===== config.mk =====
export PLATFORM = sky130hd
export DESIGN_NAME = uart_csr_fifo
export DESIGN_NICKNAME = d
export VERILOG_FILES = /design/src/rtl/uart_csr_fifo.sv
export SDC_FILE = /design/constraint.sdc
export NUM_CORES = 1
export LEC_CHECK = 0
export BUFFER_PORTS_ARGS = -buffer_cell sky130_fd_sc_hd__buf_2
export CAP_MARGIN = 20
export CORE_UTILIZATION = 45
export DETAILED_ROUTE_END_ITERATION = 6
export PLACE_DENSITY = 0.65
export SLEW_MARGIN = 5
export SYNTH_ARGS = -nofsm -noshare
export SYNTH_HDL_FRONTEND = slang
export SYNTH_SLANG_ARGS = --single-unit

===== constraint.sdc =====
create_clock -name clk -period 7.2 [get_ports clk]
set_input_delay 1.44 -clock clk [delete_from_list [all_inputs] [get_ports clk]]
set_output_delay 1.44 -clock clk [all_outputs]
set_load 0.03 [all_outputs]

===== src/rtl/uart_csr_fifo.sv =====
// uart_csr_fifo: UART register block with TX/RX data FIFOs, programmable
// baud divisor, sticky W1C interrupt status and registered read data.
module uart_csr_fifo #(
   parameter int                ADDR_W   = 12,
   parameter int                DATA_W   = 8,
   parameter int                TX_DEPTH = 8,
   parameter int                RX_DEPTH = 8,
   parameter int                DIV_W    = 16,
   parameter logic [DIV_W-1:0]  DIV_RST  = DIV_W'(54)
) (
   input  logic              clk,
   input  logic              rst_n,
   input  logic              wr_en,
   input  logic [ADDR_W-1:0] waddr,
   input  logic [31:0]       wdata,
   output logic              wack,
   output logic              waddrerr,
   input  logic              rd_en,
   input  logic [ADDR_W-1:0] raddr,
   output logic [31:0]       rdata,
   output logic              rack,
   output logic              raddrerr,
   output logic [DATA_W-1:0] tx_data,
   output logic              tx_valid,
   input  logic              tx_ready,
   input  logic [DATA_W-1:0] rx_data,
   input  logic              rx_valid,
   input  logic              tx_done,
   input  logic              parity_error,
   output logic [1:0]        data_bit_num,
   output logic              stop_bit_num,
   output logic              parity_en,
   output logic              parity_type,
   output logic [DIV_W-1:0]  baud_div,
   output logic              irq
);

   localparam int TX_AW = $clog2(TX_DEPTH);
   localparam int RX_AW = $clog2(RX_DEPTH);

   localparam logic [ADDR_W-1:0] A_TXDATA = ADDR_W'('h00);
   localparam logic [ADDR_W-1:0] A_RXDATA = ADDR_W'('h04);
   localparam logic [ADDR_W-1:0] A_CFG    = ADDR_W'('h08);
   localparam logic [ADDR_W-1:0] A_CTRL   = ADDR_W'('h0C);
   localparam logic [ADDR_W-1:0] A_STATUS = ADDR_W'('h10);
   localparam logic [ADDR_W-1:0] A_INTST  = ADDR_W'('h14);
   localparam logic [ADDR_W-1:0] A_INTEN  = ADDR_W'('h18);
   localparam logic [ADDR_W-1:0] A_BAUD   = ADDR_W'('h1C);

   // registered state
   logic [TX_AW:0]      tx_wptr_q, tx_wptr_d, tx_rptr_q, tx_rptr_d;
   logic [RX_AW:0]      rx_wptr_q, rx_wptr_d, rx_rptr_q, rx_rptr_d;
   logic [DATA_W-1:0]   tx_mem_q [TX_DEPTH];
   logic [DATA_W-1:0]   rx_mem_q [RX_DEPTH];
   logic [4:0]          cfg_q, cfg_d;
   logic                tx_en_q, tx_en_d;
   logic [4:0]          int_stat_q, int_stat_d;
   logic [4:0]          int_en_q, int_en_d;
   logic [DIV_W-1:0]    baud_q, baud_d;
   logic                wack_q, wack_d, waddrerr_q, waddrerr_d;
   logic                rack_q, rack_d, raddrerr_q, raddrerr_d;
   logic [31:0]         rdata_q, rdata_d;
   logic                irq_q, irq_d;

   // combinational helpers
   logic                wr_txdata, wr_cfg, wr_ctrl, wr_intst, wr_inten, wr_baud, wr_hit;
   logic                rd_rxdata, rd_hit;
   logic                tx_flush, rx_flush;
   logic [TX_AW:0]      tx_cnt;
   logic [RX_AW:0]      rx_cnt;
   logic                tx_empty, tx_full, rx_empty, rx_full;
   logic                tx_pop, tx_push_ok, tx_ovf;
   logic                rx_pop_req, rx_push_ok, rx_ovf;
   logic                tx_we, rx_we;
   logic [DATA_W-1:0]   tx_head, rx_head;
   logic [4:0]          int_set, int_clr;
   logic                unused_wdata;

   // Address decode, FIFO occupancy and heads.
   always_comb begin
      wr_txdata = wr_en && (waddr == A_TXDATA);
      wr_cfg    = wr_en && (waddr == A_CFG);
      wr_ctrl   = wr_en && (waddr == A_CTRL);
      wr_intst  = wr_en && (waddr == A_INTST);
      wr_inten  = wr_en && (waddr == A_INTEN);
      wr_baud   = wr_en && (waddr == A_BAUD);
      wr_hit    = wr_txdata || wr_cfg || wr_ctrl || wr_intst || wr_inten || wr_baud;

      rd_rxdata = rd_en && (raddr == A_RXDATA);
      rd_hit    = (raddr == A_TXDATA) || (raddr == A_RXDATA) || (raddr == A_CFG)
               || (raddr == A_CTRL)   || (raddr == A_STATUS) || (raddr == A_INTST)
               || (raddr == A_INTEN)  || (raddr == A_BAUD);

      tx_flush  = wr_ctrl && wdata[2];
      rx_flush  = wr_ctrl && wdata[1];

      tx_cnt    = tx_wptr_q - tx_rptr_q;
      rx_cnt    = rx_wptr_q - rx_rptr_q;
      tx_empty  = (tx_wptr_q == tx_rptr_q);
      rx_empty  = (rx_wptr_q == rx_rptr_q);
      // full: same slot index, opposite wrap bit
      tx_full   = (tx_wptr_q[TX_AW] != tx_rptr_q[TX_AW])
               && (tx_wptr_q[TX_AW-1:0] == tx_rptr_q[TX_AW-1:0]);
      rx_full   = (rx_wptr_q[RX_AW] != rx_rptr_q[RX_AW])
               && (rx_wptr_q[RX_AW-1:0] == rx_rptr_q[RX_AW-1:0]);

      tx_head   = tx_empty ? '0 : tx_mem_q[tx_rptr_q[TX_AW-1:0]];
      rx_head   = rx_empty ? '0 : rx_mem_q[rx_rptr_q[RX_AW-1:0]];

      unused_wdata = ^wdata;
   end

   // FIFO pointer updates; flush wins over any same-cycle push or pop.
   always_comb begin
      tx_pop     = tx_en_q && !tx_empty && tx_ready;
      tx_push_ok = wr_txdata && (!tx_full || tx_pop) && !tx_flush;
      tx_ovf     = wr_txdata && tx_full && !tx_pop && !tx_flush;
      tx_we      = tx_push_ok;
      tx_wptr_d  = tx_wptr_q;
      tx_rptr_d  = tx_rptr_q;
      if (tx_flush) begin
         tx_wptr_d = '0;
         tx_rptr_d = '0;
      end else begin
         if (tx_push_ok) tx_wptr_d = tx_wptr_q + 1'b1;
         if (tx_pop)     tx_rptr_d = tx_rptr_q + 1'b1;
      end

      rx_pop_req = rd_rxdata && !rx_empty;
      rx_push_ok = rx_valid && (!rx_full || rx_pop_req) && !rx_flush;
      rx_ovf     = rx_valid && rx_full && !rx_pop_req && !rx_flush;
      rx_we      = rx_push_ok;
      rx_wptr_d  = rx_wptr_q;
      rx_rptr_d  = rx_rptr_q;
      if (rx_flush) begin
         rx_wptr_d = '0;
         rx_rptr_d = '0;
      end else begin
         if (rx_push_ok) rx_wptr_d = rx_wptr_q + 1'b1;
         if (rx_pop_req) rx_rptr_d = rx_rptr_q + 1'b1;
      end
   end

   // Register writes, sticky interrupt status and write acknowledge.
   always_comb begin
      cfg_d      = cfg_q;
      tx_en_d    = tx_en_q;
      int_en_d   = int_en_q;
      baud_d     = baud_q;
      if (wr_cfg)   cfg_d    = wdata[4:0];
      if (wr_ctrl)  tx_en_d  = wdata[0];
      if (wr_inten) int_en_d = wdata[4:0];
      if (wr_baud)  baud_d   = wdata[DIV_W-1:0];

      // hardware set is OR'ed after the clear so it wins a same-cycle W1C
      int_set    = {tx_ovf, rx_ovf, parity_error, rx_push_ok, tx_done};
      int_clr    = wr_intst ? wdata[4:0] : 5'b0;
      int_stat_d = (int_stat_q & ~int_clr) | int_set;

      wack_d     = wr_en;
      waddrerr_d = wr_en && !wr_hit;
      irq_d      = |(int_stat_q & int_en_q);
   end

   // Read data mux; rdata holds between reads.
   always_comb begin
      rdata_d    = rdata_q;
      rack_d     = rd_en;
      raddrerr_d = rd_en && !rd_hit;
      if (rd_en) begin
         unique case (raddr)
            A_RXDATA: rdata_d = 32'(rx_head);
            A_CFG:    rdata_d = 32'(cfg_q);
            A_CTRL:   rdata_d = 32'(tx_en_q);
            A_STATUS: rdata_d = {8'b0, 8'(rx_cnt), 8'(tx_cnt),
                                 4'b0, rx_full, rx_empty, tx_full, tx_empty};
            A_INTST:  rdata_d = 32'(int_stat_q);
            A_INTEN:  rdata_d = 32'(int_en_q);
            A_BAUD:   rdata_d = 32'(baud_q);
            default:  rdata_d = '0;
         endcase
      end
   end

   // State and control flops.
   always_ff @(posedge clk or negedge rst_n) begin
      if (!rst_n) begin
         tx_wptr_q  <= '0;
         tx_rptr_q  <= '0;
         rx_wptr_q  <= '0;
         rx_rptr_q  <= '0;
         cfg_q      <= '0;
         tx_en_q    <= 1'b0;
         int_stat_q <= '0;
         int_en_q   <= '0;
         baud_q     <= DIV_RST;
         wack_q     <= 1'b0;
         waddrerr_q <= 1'b0;
         rack_q     <= 1'b0;
         raddrerr_q <= 1'b0;
         rdata_q    <= '0;
         irq_q      <= 1'b0;
      end else begin
         tx_wptr_q  <= tx_wptr_d;
         tx_rptr_q  <= tx_rptr_d;
         rx_wptr_q  <= rx_wptr_d;
         rx_rptr_q  <= rx_rptr_d;
         cfg_q      <= cfg_d;
         tx_en_q    <= tx_en_d;
         int_stat_q <= int_stat_d;
         int_en_q   <= int_en_d;
         baud_q     <= baud_d;
         wack_q     <= wack_d;
         waddrerr_q <= waddrerr_d;
         rack_q     <= rack_d;
         raddrerr_q <= raddrerr_d;
         rdata_q    <= rdata_d;
         irq_q      <= irq_d;
      end
   end

   // FIFO storage; contents are only visible through non-empty heads.
   always_ff @(posedge clk) begin
      if (tx_we) tx_mem_q[tx_wptr_q[TX_AW-1:0]] <= wdata[DATA_W-1:0];
      if (rx_we) rx_mem_q[rx_wptr_q[RX_AW-1:0]] <= rx_data;
   end

   assign wack         = wack_q;
   assign waddrerr     = waddrerr_q;
   assign rack         = rack_q;
   assign raddrerr     = raddrerr_q;
   assign rdata        = rdata_q;
   assign tx_data      = tx_head;
   assign tx_valid     = tx_en_q && !tx_empty;
   assign data_bit_num = cfg_q[1:0];
   assign stop_bit_num = cfg_q[2];
   assign parity_en    = cfg_q[3];
   assign parity_type  = cfg_q[4];
   assign baud_div     = baud_q;
   assign irq          = irq_q;

endmodule


==> qor.yml, run 1 <==
outcome:
  status: "complete, no violations"
timing:
  min_period_over_period_pct: 62.22
  skew_ns: 0.01230
  slew_headroom_pct: 28.99
  hold_viol: 0
  period_minus_slack_ns: 4.480
  max_freq_mhz: 223.2
  worst_slew_pin_slew_ns: 1.061
  setup_violations: 0
  rsz0062_at_grt: "no"
  setup-tns-final_ns: 0
  maxSlewViolCount: 0
yosys:
  netlist_area_sq_um: 8705
  yosys-top-cells-area: "edfxtp_1, dfrtp_1, mux4_2"
  synth_area_leader_cell: "edfxtp_1"
  synth_flop_cell: "edfxtp_1"
  ys_warn_count: 0
  synthCells: 581
  async_flop_share_pct: 36.32
  ys_seq_area_share_pct: 65.20
  synth_cell_type_count: 65
  synth_edf_count: 128
  synth_top_area_share_pct: 44.16
  synth-seq-cells: 201
  syn_area_per_cell_sq_um: 14.98
layout:
  drive_above_1_share_pct: 31.18
  area_growth_pct: 16.23
  nNetsFinal: 782
  fill_cells: 1575
  final_util_pct: 53.73
  n_antenna_cell: 0
clocking:
  ctsResizeCount: 0
  clk_latency_ns: 0.49
  postCtsHoldBufs: 0
  cts_max_path_buffers: 3
  cts_tree: "built"
  htree_num_levels: 1
  clk_pin_slew_worst_paths_ns: 0.06
  cts_setup_buffers: 0
  cts_buffers: 21
  root_buffer: "clkbuf_16"
  clock_sinks: 201
drt:
  wl_mm: 19.05
  dr_total_vias: 5326
  drt-pass1-iter-count: 6
  drc: 0
  drt_iter0_drc: 330
  vias_per_cell: 5.479
  ant_nets: 0
  post_drt_wl_per_cell_um: 19.60
power:
  ir_drop_v: 0.0001328
  cellPowerDensity_nw_per_um2: 255.8
  power_leakage_nw: 3.894
placement:
  place_hpwl_mm: 12.88
  place_congestion: 0.8140
  port_buffers: 110
setup_path:
  cp_max_fo: 20
  arrival_ns: 3.04
  criticalPathCategory: "reg2out"
  start_kind: "flip-flop"
  cp.required_ns: 5.76
  worstSetupEndpointType: "primary output"
grt:
  grt_pass1_vias: 5448
  grt_max_degree: 74
  grt_pass1_wl_mm: 29.70
  grt_util_all_layers_pct: 19.71
  grt_overflow: 0
  antenna_found_initial: 1
flow_run:
  maxCapViolations: 0
hold_path:
  min-delay-path-class: "reg2reg"
die:
  fp-row-count: 50
  ioPinCount: 139
  die_w_um: 141.1
  coreArea_sq_um: 18830
  die_h_um: 141.1
  start_util_pct: 46.23
  die_area_sq_um: 19900
worst max-delay path, stage by stage (launching register included):
cell and delay (ns):
dfrtp_1 0.90, inv_1 0.20, ha_1 0.35, and3_1 0.25
and2_1 0.53, a21oi_1 0.10, buf_2 0.21
path summary, 6_finish.rpt:
| kind | end | from | slack [ns] | cells after the start |
|---|---|---|---|---|
| max | tx_data[5] | tx_rptr_q[1] | 2.72 | 6 |
| min | rdata[19] | rdata[19] | 0.50 | 1 |
| max reg2reg | rx_mem_q[2][4] | rx_rptr_q[2] | 3.84 | 7 |
| min reg2reg | rdata[19] | rdata[19] | 0.50 | 1 |
| max in group asynchronous | rdata[12] | rst_n | 5.49 | 1 |
| min in group asynchronous | cfg_q[1] | rst_n | 1.09 | 1 |
layout by cell type (no fill, tap or decap), types with 3 or more instances in the layout:
cell type	instances
nand3_1	21
and2_1	3
ha_1	10
nor2_1	27
mux2_2	29
clkinv_1	4
nor3_1	15
nor4_1	7
conb_1	12
xor2_1	6
buf_2	109
buf_4	9
o21ai_0	12
edfxtp_1	128
mux2i_1	14
nand2_1	44
or3_1	4
a21o_1	6
and3_1	4
xnor2_1	9
mux4_2	33
nand2b_1	6
dfrtp_1	69
clkbuf_1	8
a21oi_1	25
o2bb2ai_1	6
inv_1	15
clkbuf_16	21
dfstp_2	4
through the flow:
| stage | power (W) | instances | setup slack [ns] | hold WS, ns | instance area (sq um) |
|---|---|---|---|---|---|
| 3_5_place_dp | 0.001619 | 935 | 3.070 | 0.4836 | 9494 |
| 4_1_cts | 0.002606 | 972 | 2.698 | 0.5118 | 10120 |
| 2_1_floorplan | 0.001521 | 592 | 3.319 | 0.4659 | 8746 |
| 6_report | 0.002588 | 972 | 2.720 | 0.5027 | 10120 |
| 3_3_place_gp | 0.001605 | 935 | 3.205 | 0.4867 | 9494 |
| 5_1_grt | 0.002681 | 972 | 2.532 | 0.5233 | 10120 |
synth_stat cells, types with 2 or more instances:
library cell	instances
ha_1	10
and2_1	3
buf_2	6
inv_1	15
a22o_1	2
a221o_1	2
mux4_2	33
nand2_1	44
nand2b_1	6
o22ai_1	2
nor2b_1	2
nor3_1	16
a21o_1	6
dfstp_2	4
buf_1	4
nand3_1	21
fa_1	2
nor4_1	7
xnor2_1	9
buf_4	13
or3_1	4
mux2_2	29
a22oi_1	2
a21oi_1	25
nand4_1	2
a21boi_0	2
clkbuf_1	11
a32oi_1	2
and3_1	4
nand3b_1	2
o21ai_0	12
nor2_1	27
edfxtp_1	128
dfrtp_1	69
o2bb2ai_1	6
xor2_1	6
o211ai_1	2
mux2i_1	14
sequential cells by signal (all words and copies together), names as in the netlist:
name / flops
baud_div: 16
raddrerr: 1
rdata: 20
int_en_q: 5
rack: 1
tx_wptr_q: 4
tx_rptr_q: 4
int_stat_q: 5
rx_wptr_q: 4
rx_mem_q: 64
cfg_q: 5
irq: 1
tx_mem_q: 64
rx_rptr_q: 4
wack: 1
waddrerr: 1
tx_en_q: 1
area by class of cell:
cell class	count	area (sq um)	area share, %
timing repair buffer	118	613.1	6.060
sequential	201	5675	56.10
multi-input combinational	339	2816	27.84
clock buffer	29	555.5	5.491
tap	260	325.3	3.215
clock inverter	8	67.56	0.6678
inverter	17	63.81	0.6307
where the power goes:
group / internal (W) / switching, W
clock network: 0.000575 / 0.000418
logic: 0.0000892 / 0.000164
registers: 0.00130 / 0.0000370
logic make-up after synthesis:
family	count (synthesis)	synth area share [%]
flops	201	65.20
simple gates	150	8.869
mux	76	13.90
compound gates	74	5.606
buf+inv	52	2.975
xor+xnor	15	1.509
fa+ha+maj	12	1.897
other cells	1	0.04308
layer usage:
metal | vias to the layer above | global-route usage, % | share of wire (%)
li1 | 2421 | - | -
met1 | 2723 | 26.79 | 44
met2 | 157 | 33.22 | 49
met3 | 25 | 2.514 | 4.5
met4 | 0 | 5.950 | 1.8
met5 | - | 0 | 0
Power figures use the tool's default switching activity.
==> inputs of run 2 (changes only) <==
--- a/config.mk
+++ b/config.mk
@@ -9,7 +9,7 @@
 export CAP_MARGIN = 20
 export CORE_UTILIZATION = 45
 export DETAILED_ROUTE_END_ITERATION = 6
-export PLACE_DENSITY = 0.65
+export PLACE_DENSITY = 0.67
 export SLEW_MARGIN = 5
 export SYNTH_ARGS = -nofsm -noshare
 export SYNTH_HDL_FRONTEND = slang
==> constraint.sdc (replaced) <==
create_clock -name clk -period 3.8 [get_ports clk]
set_input_delay 0.76 -clock clk [delete_from_list [all_inputs] [get_ports clk]]
set_output_delay 0.76 -clock clk [all_outputs]
set_load 0.03 [all_outputs]
==> run 2 against run 1 <==
Net effect:
- wire length grew 3.7%
- critical path type unchanged
- critical path depth unchanged
- non-clock buffer count grew 16
- first-iteration DRC count rose by 15%
- largest power group unchanged
- combinational power increased by 100%
- count of clock-buffer cells in the layout shrank 3
- hold slack worse by 0.11 ns
- via count increased by 1.1%
==> qor.yml, run 2 (synthesis gave the netlist of run 1 again) <==
timing:
  period_minus_slack_ns: 3.481
  setup-tns-final_ns: 0  # unchanged
  max_freq_mhz: 287.2
  slew_headroom_pct: 34.01  # +5.0 points
  worst_slew_pin_slew_ns: 0.9856  # -0.07496 ns
  min_period_over_period_pct: 91.61
  rsz0062_at_grt: "no"
  hold_viol: 0  # unchanged
  maxSlewViolCount: 0  # unchanged
  setup_slack_ns: 0.3187  # -2.401 ns
  setup_violations: 0  # unchanged
  skew_ns: 0.01302  # +0.0007177 ns
power:
  power.switching_w: 0.001236  # +100%
  cellPowerDensity_nw_per_um2: 515.8  # +100%
  ir_drop_v: 0.0003533  # +170%
  combPwrFrac_pct: 9.4  # -0.4 points
  p_clk_share_pct: 43.3  # +4.9 points
  power_leakage_nw: 4.070  # +4.5%
  pwr-share-seq_pct: 47.3  # -4.5 points
  p_int_w: 0.004136  # +110%
  switching_share_pct: 23.01  # -0.92 points
  power_w: 0.005372  # +110%
setup_path:
  arrival_ns: 2.72  # -0.32 ns
  worst-path-buf-inv: 2  # unchanged
  criticalPathCategory: "reg2out"
  worstSetupEndpointType: "primary output"
  start_kind: "flip-flop"
  rr_endpoint: "tx_mem_q[6][7]"
  r2r_cells: 6  # -1
  cp_cell_sequence: "inv_2 -> ha_1 -> and3_1 -> and2_1 -> a21oi_1 -> buf_2"
  cp.required_ns: 3.04  # -2.72 ns
  reg2reg_from: "tx_rptr_q[2]"
  reg2reg_slack_ns: 0.99  # -2.85 ns
  path_delay_family: "simple AND/OR/NAND/NOR gates"
  critical_path.max_stage_delay_ns: 0.59  # -0.31 ns
  cp_max_fo: 11  # -45%
  cp_num_cells: 6  # unchanged
  cp_slowest_cell: "dfrtp_1"
clocking:
  clk_latency_ns: 0.50  # about the same
  cts_tree: "built"
  postCtsHoldBufs: 0  # unchanged
  ctsResizeCount: 0  # unchanged
  cts_max_path_buffers: 3  # unchanged
  cts_setup_buffers: 0  # unchanged
  clk_pin_slew_worst_paths_ns: 0.06  # about the same
  root_buffer: "clkbuf_16"
  clock_sinks: 201  # unchanged
  cts_buffers: 22  # +4.8%
  htree_num_levels: 1  # unchanged
drt:
  drc: 0  # unchanged
  post_drt_wl_per_cell_um: 19.96  # +1.8%
  drt_iter0_drc: 378  # +15%
  ant_nets: 0  # unchanged
  dr_total_vias: 5387  # +1.1%
  vias_per_cell: 5.441  # -0.69%
  drt-pass1-iter-count: 5  # -1
  wl_mm: 19.76  # +3.7%
layout:
  fin_cells: 990  # +1.9%
  nNetsFinal: 799  # +2.2%
  drive_above_1_share_pct: 33.84  # +2.7 points
  area_growth_pct: 19.65
  final_common_cell: "edfxtp_1"
  n_antenna_cell: 0  # unchanged
  fill_cells: 1518  # -3.6%
  final_util_pct: 55.31  # +1.6 points
  final_cell_mix: "edfxtp_1, buf_2, dfrtp_1"
die:
  die_area_sq_um: 19900  # unchanged
  coreArea_sq_um: 18830  # unchanged
  die_h_um: 141.1  # unchanged
  fp-row-count: 50  # unchanged
  start_util_pct: 46.23  # unchanged
  ioPinCount: 139  # unchanged
  die_w_um: 141.1  # unchanged
placement:
  place_hpwl_mm: 13.76  # +6.8%
  place_congestion: 0.7951  # -2.3%
  pre_cts_ws_ns: 0.6818  # -2.389 ns
  port_buffers: 110  # unchanged
  post-place-cells: 951  # +1.7%
grt:
  antenna_found_initial: 1  # unchanged
  grt_pass1_vias: 5563  # +2.1%
  grt_pass1_wl_mm: 30.88  # +4.0%
  grt_overflow: 0  # unchanged
  grt_util_all_layers_pct: 20.47  # +0.76 points
  grt_max_degree: 74  # unchanged
flow_run:
  maxCapViolations: 0  # unchanged
hold_path:
  min-delay-path-class: "in2async"
outcome:
  status: "complete, no violations"
-- run 2: how the worst max path moves through the flow --
stage / from / slack (ns) / end
2_1_floorplan: tx_rptr_q[1] / 0.60 / tx_data[0]
3_3_place_gp: waddr[9] / 0.79 / tx_mem_q[6][7]
3_5_place_dp: raddr[8] / 0.68 / rx_mem_q[6][4]
4_1_cts: tx_rptr_q[2] / 0.30 / tx_data[1]
5_1_grt: tx_rptr_q[2] / 0.1 / tx_data[1]
6_report: tx_rptr_q[2] / 0.32 / tx_data[1]
-- run 2: final cells by class --
type / count / area, sq um / share of cell area (%)
Inverter: 17 / 63.81 / 0.6127
Tap cell: 260 / 325.3 / 3.123
Clock buffer: 26 / 606.8 / 5.827
Timing Repair Buffer: 134 / 733.2 / 7.040
Sequential cell: 201 / 5675 / 54.49
Clock inverter: 13 / 198.9 / 1.910
Multi-Input combinational cell: 339 / 2811 / 26.99
-- run 2: power by group through the flow --
stage | sequential (W) | clock, W | combinational, W
finish | 0.00254 | 0.00233 | 0.000507
floorplan | 0.00257 | 0 | 0.000310
global route | 0.00255 | 0.00245 | 0.000561
global placement | 0.00257 | 0 | 0.000486
detailed placement | 0.00258 | 0 | 0.000507
CTS | 0.00254 | 0.00237 | 0.000511
-- run 2: through the flow --
step	cell area (sq um)	hold WS, ns
global route	10420	0.3921
finish	10420	0.3886
detailed placement	9609	0.4725
floorplan	8746	0.4644
CTS	10420	0.3844
global placement	9609	0.4720
-- run 2: metal layers --
layer | vias up | global-route usage (%) | share of wire [%]
li1 | 2464 | - | -
met1 | 2693 | 27.42 | 43
met2 | 199 | 34.73 | 50
met3 | 29 | 3.261 | 5.4
met4 | 2 | 5.606 | 1.9
met5 | - | 0 | 0.040
==> inputs of run 3 (changes only) <==
--- a/config.mk
+++ b/config.mk
@@ -7,6 +7,7 @@
 export LEC_CHECK = 0
 export BUFFER_PORTS_ARGS = -buffer_cell sky130_fd_sc_hd__buf_2
 export CAP_MARGIN = 20
+export CORE_MARGIN = 2
 export CORE_UTILIZATION = 45
 export DETAILED_ROUTE_END_ITERATION = 6
 export PLACE_DENSITY = 0.67
==> run 3 against run 2 <==
Net effect:
- wire length down 1.9%
- via count grew 1.1%
- combinational power is essentially flat
- die area rose by 2.9%
- setup slack gained 0.075 ns
- critical endpoint unchanged
- largest power group unchanged
==> qor.yml, run 3 (synthesis gave the netlist of run 1 again) <==
placement:
  place_congestion: 0.8597  # +8.1%
  port_buffers: 110  # unchanged
  place_hpwl_mm: 13.48  # -2.0%
  post-place-cells: 950  # -0.11%
drt:
  post_drt_wl_per_cell_um: 19.65  # -1.6%
  drc: 0  # unchanged
  ant_nets: 0  # unchanged
  drt-pass1-iter-count: 4  # -1
  wirelength_met1_mm: 8.051  # -5.3%
  dr_total_vias: 5446  # +1.1%
  wl_mm: 19.39  # -1.9%
  topRoutingLayerUsed: "met4"
  route.met3.wl_mm: 1.181  # +11%
  drt_iter0_drc: 348  # -7.9%
  vias_per_cell: 5.518  # +1.4%
  wl_met2_mm: 9.586  # -2.3%
layout:
  final_common_cell: "edfxtp_1"
  final_util_pct: 54.51  # -0.80 points
  nNetsFinal: 797  # -0.25%
  area_growth_pct: 17.91
  fin_cells: 987  # -0.30%
  final_cell_mix: "edfxtp_1, buf_2, dfrtp_1"
  n_antenna_cell: 0  # unchanged
  drive_above_1_share_pct: 32.60  # -1.2 points
  fill_cells: 1524  # +0.40%
setup_path:
  critical_path.max_stage_delay_ns: 0.55  # -0.04 ns
  reg2reg_from: "tx_rptr_q[2]"
  start_kind: "flip-flop"
  rr_endpoint: "tx_mem_q[6][5]"
  cp_slowest_cell: "dfrtp_1"
  cp_max_fo: 11  # unchanged
  arrival_ns: 2.65  # -0.07 ns
  cp.required_ns: 3.04  # about the same
  worstSetupEndpointType: "primary output"
  reg2reg_slack_ns: 1.10  # +0.11 ns
  r2r_cells: 6  # unchanged
  criticalPathCategory: "reg2out"
  cp_cell_sequence: "inv_2 -> ha_1 -> and3_1 -> and2_1 -> a21oi_1 -> buf_2"
clocking:
  cts_buffers: 21  # -4.5%
  cts_tree: "built"
  cts_setup_buffers: 0  # unchanged
  htree_num_levels: 1  # unchanged
  root_buffer: "clkbuf_16"
  ctsResizeCount: 0  # unchanged
  postCtsHoldBufs: 0  # unchanged
  cts_max_path_buffers: 3  # unchanged
  clock_sinks: 201  # unchanged
  clk_pin_slew_worst_paths_ns: 0.06  # about the same
  clk_latency_ns: 0.49  # about the same
power:
  switching_share_pct: 23.65  # +0.63 points
  power.switching_w: 0.001188  # -3.9%
  power_leakage_nw: 3.996  # -1.8%
  pwr-share-seq_pct: 50.5  # +3.2 points
  ir_drop_v: 0.0002563  # -27%
  p_clk_share_pct: 39.4  # -3.9 points
  p_int_w: 0.003837  # -7.2%
  combPwrFrac_pct: 10.1  # +0.7 points
  cellPowerDensity_nw_per_um2: 489.6  # -5.1%
grt:
  grt_pass1_vias: 5577  # +0.25%
  grt_pass1_wl_mm: 30.41  # -1.5%
  antenna_found_initial: 0  # -1
  grt_overflow: 0  # unchanged
  grt_util_all_layers_pct: 19.48  # -1.0 points
  grt_max_degree: 74  # unchanged
timing:
  rsz0062_at_grt: "no"
  setup-tns-final_ns: 0  # unchanged
  hold_viol: 0  # unchanged
  skew_ns: 0.01480  # +0.001782 ns
  period_minus_slack_ns: 3.406  # -0.07548 ns
  worst_slew_pin_slew_ns: 0.9883  # +0.002698 ns
  setup_violations: 0  # unchanged
  maxSlewViolCount: 0  # unchanged
  slew_headroom_pct: 33.82  # -0.18 points
  max_freq_mhz: 293.6  # +2.2%
  min_period_over_period_pct: 89.63  # -2.0 points
hold_path:
  whs_path_depth: 1
  hold_end: "wack"
  min_from: "wr_en"
  min-delay-path-class: "in2reg"
die:
  coreArea_sq_um: 18830  # unchanged
  ioPinCount: 139  # unchanged
  fp-row-count: 50  # unchanged
  die_w_um: 143.1  # +1.4%
  start_util_pct: 46.23  # unchanged
  die_area_sq_um: 20470  # +2.9%
  die_h_um: 143.1  # +1.4%
outcome:
  status: "complete, no violations"
flow_run:
  maxCapViolations: 0  # unchanged
run 3: how the worst max path moves through the flow:
stage	start	to	slack, ns	cells past startpoint
3_3_place_gp	raddr[8]	rx_mem_q[1][6]	0.74	7
5_1_grt	tx_rptr_q[2]	tx_data[1]	0.19	6
6_report	tx_rptr_q[2]	tx_data[1]	0.39	6
4_1_cts	tx_rptr_q[2]	tx_data[0]	0.35	6
3_5_place_dp	raddr[8]	rx_mem_q[1][5]	0.69	7
2_1_floorplan	tx_rptr_q[1]	tx_data[0]	0.60	8
run 3: per-stage QoR:
stage / area (sq um) / setup slack [ns] / hold WS (ns) / total power (W)
2_1_floorplan: 8746 / 0.5989 / 0.4644 / 0.002882
3_3_place_gp: 9602 / 0.7390 / 0.4897 / 0.003057
3_5_place_dp: 9602 / 0.6927 / 0.4737 / 0.003083
4_1_cts: 10260 / 0.3526 / 0.3759 / 0.005070
5_1_grt: 10260 / 0.1949 / 0.3829 / 0.005228
6_report: 10260 / 0.3942 / 0.3897 / 0.005025
run 3: power by group through the flow:
stage	clock network, W	logic [W]	registers, W
4_1_cts	0.00203	0.000508	0.00254
3_5_place_dp	0	0.000504	0.00258
2_1_floorplan	0	0.000310	0.00257
3_3_place_gp	0	0.000487	0.00257
5_1_grt	0.00212	0.000557	0.00255
6_report	0.00198	0.000505	0.00254
run 3: metal layers:
metal  vias to the layer above  track usage, %
li1                       2459               -
met1                      2762           25.74
met2                       189           32.59
met3                        36           3.253
met4                         0           7.191
met5                         -               0
run 3: critical path, delay by kind of cell (launching register included):
| family | cells | cell delay [ns] |
|---|---|---|
| simple gates | 2 | 0.56 |
| compound gates | 1 | 0.24 |
| fa+ha+maj | 1 | 0.36 |
| buf+inv | 2 | 0.42 |
| flops | 1 | 0.55 |
run 3: final cells by class:
type | instances | area [sq um] | share of cell area [%]
clock inverters | 7 | 92.59 | 0.9021
multi-input cells | 339 | 2811 | 27.39
flip-flops and latches | 201 | 5675 | 55.30
inverters | 17 | 63.81 | 0.6217
well taps | 260 | 325.3 | 3.170
repair buffers | 133 | 725.7 | 7.071
clock buffers | 30 | 569.3 | 5.547
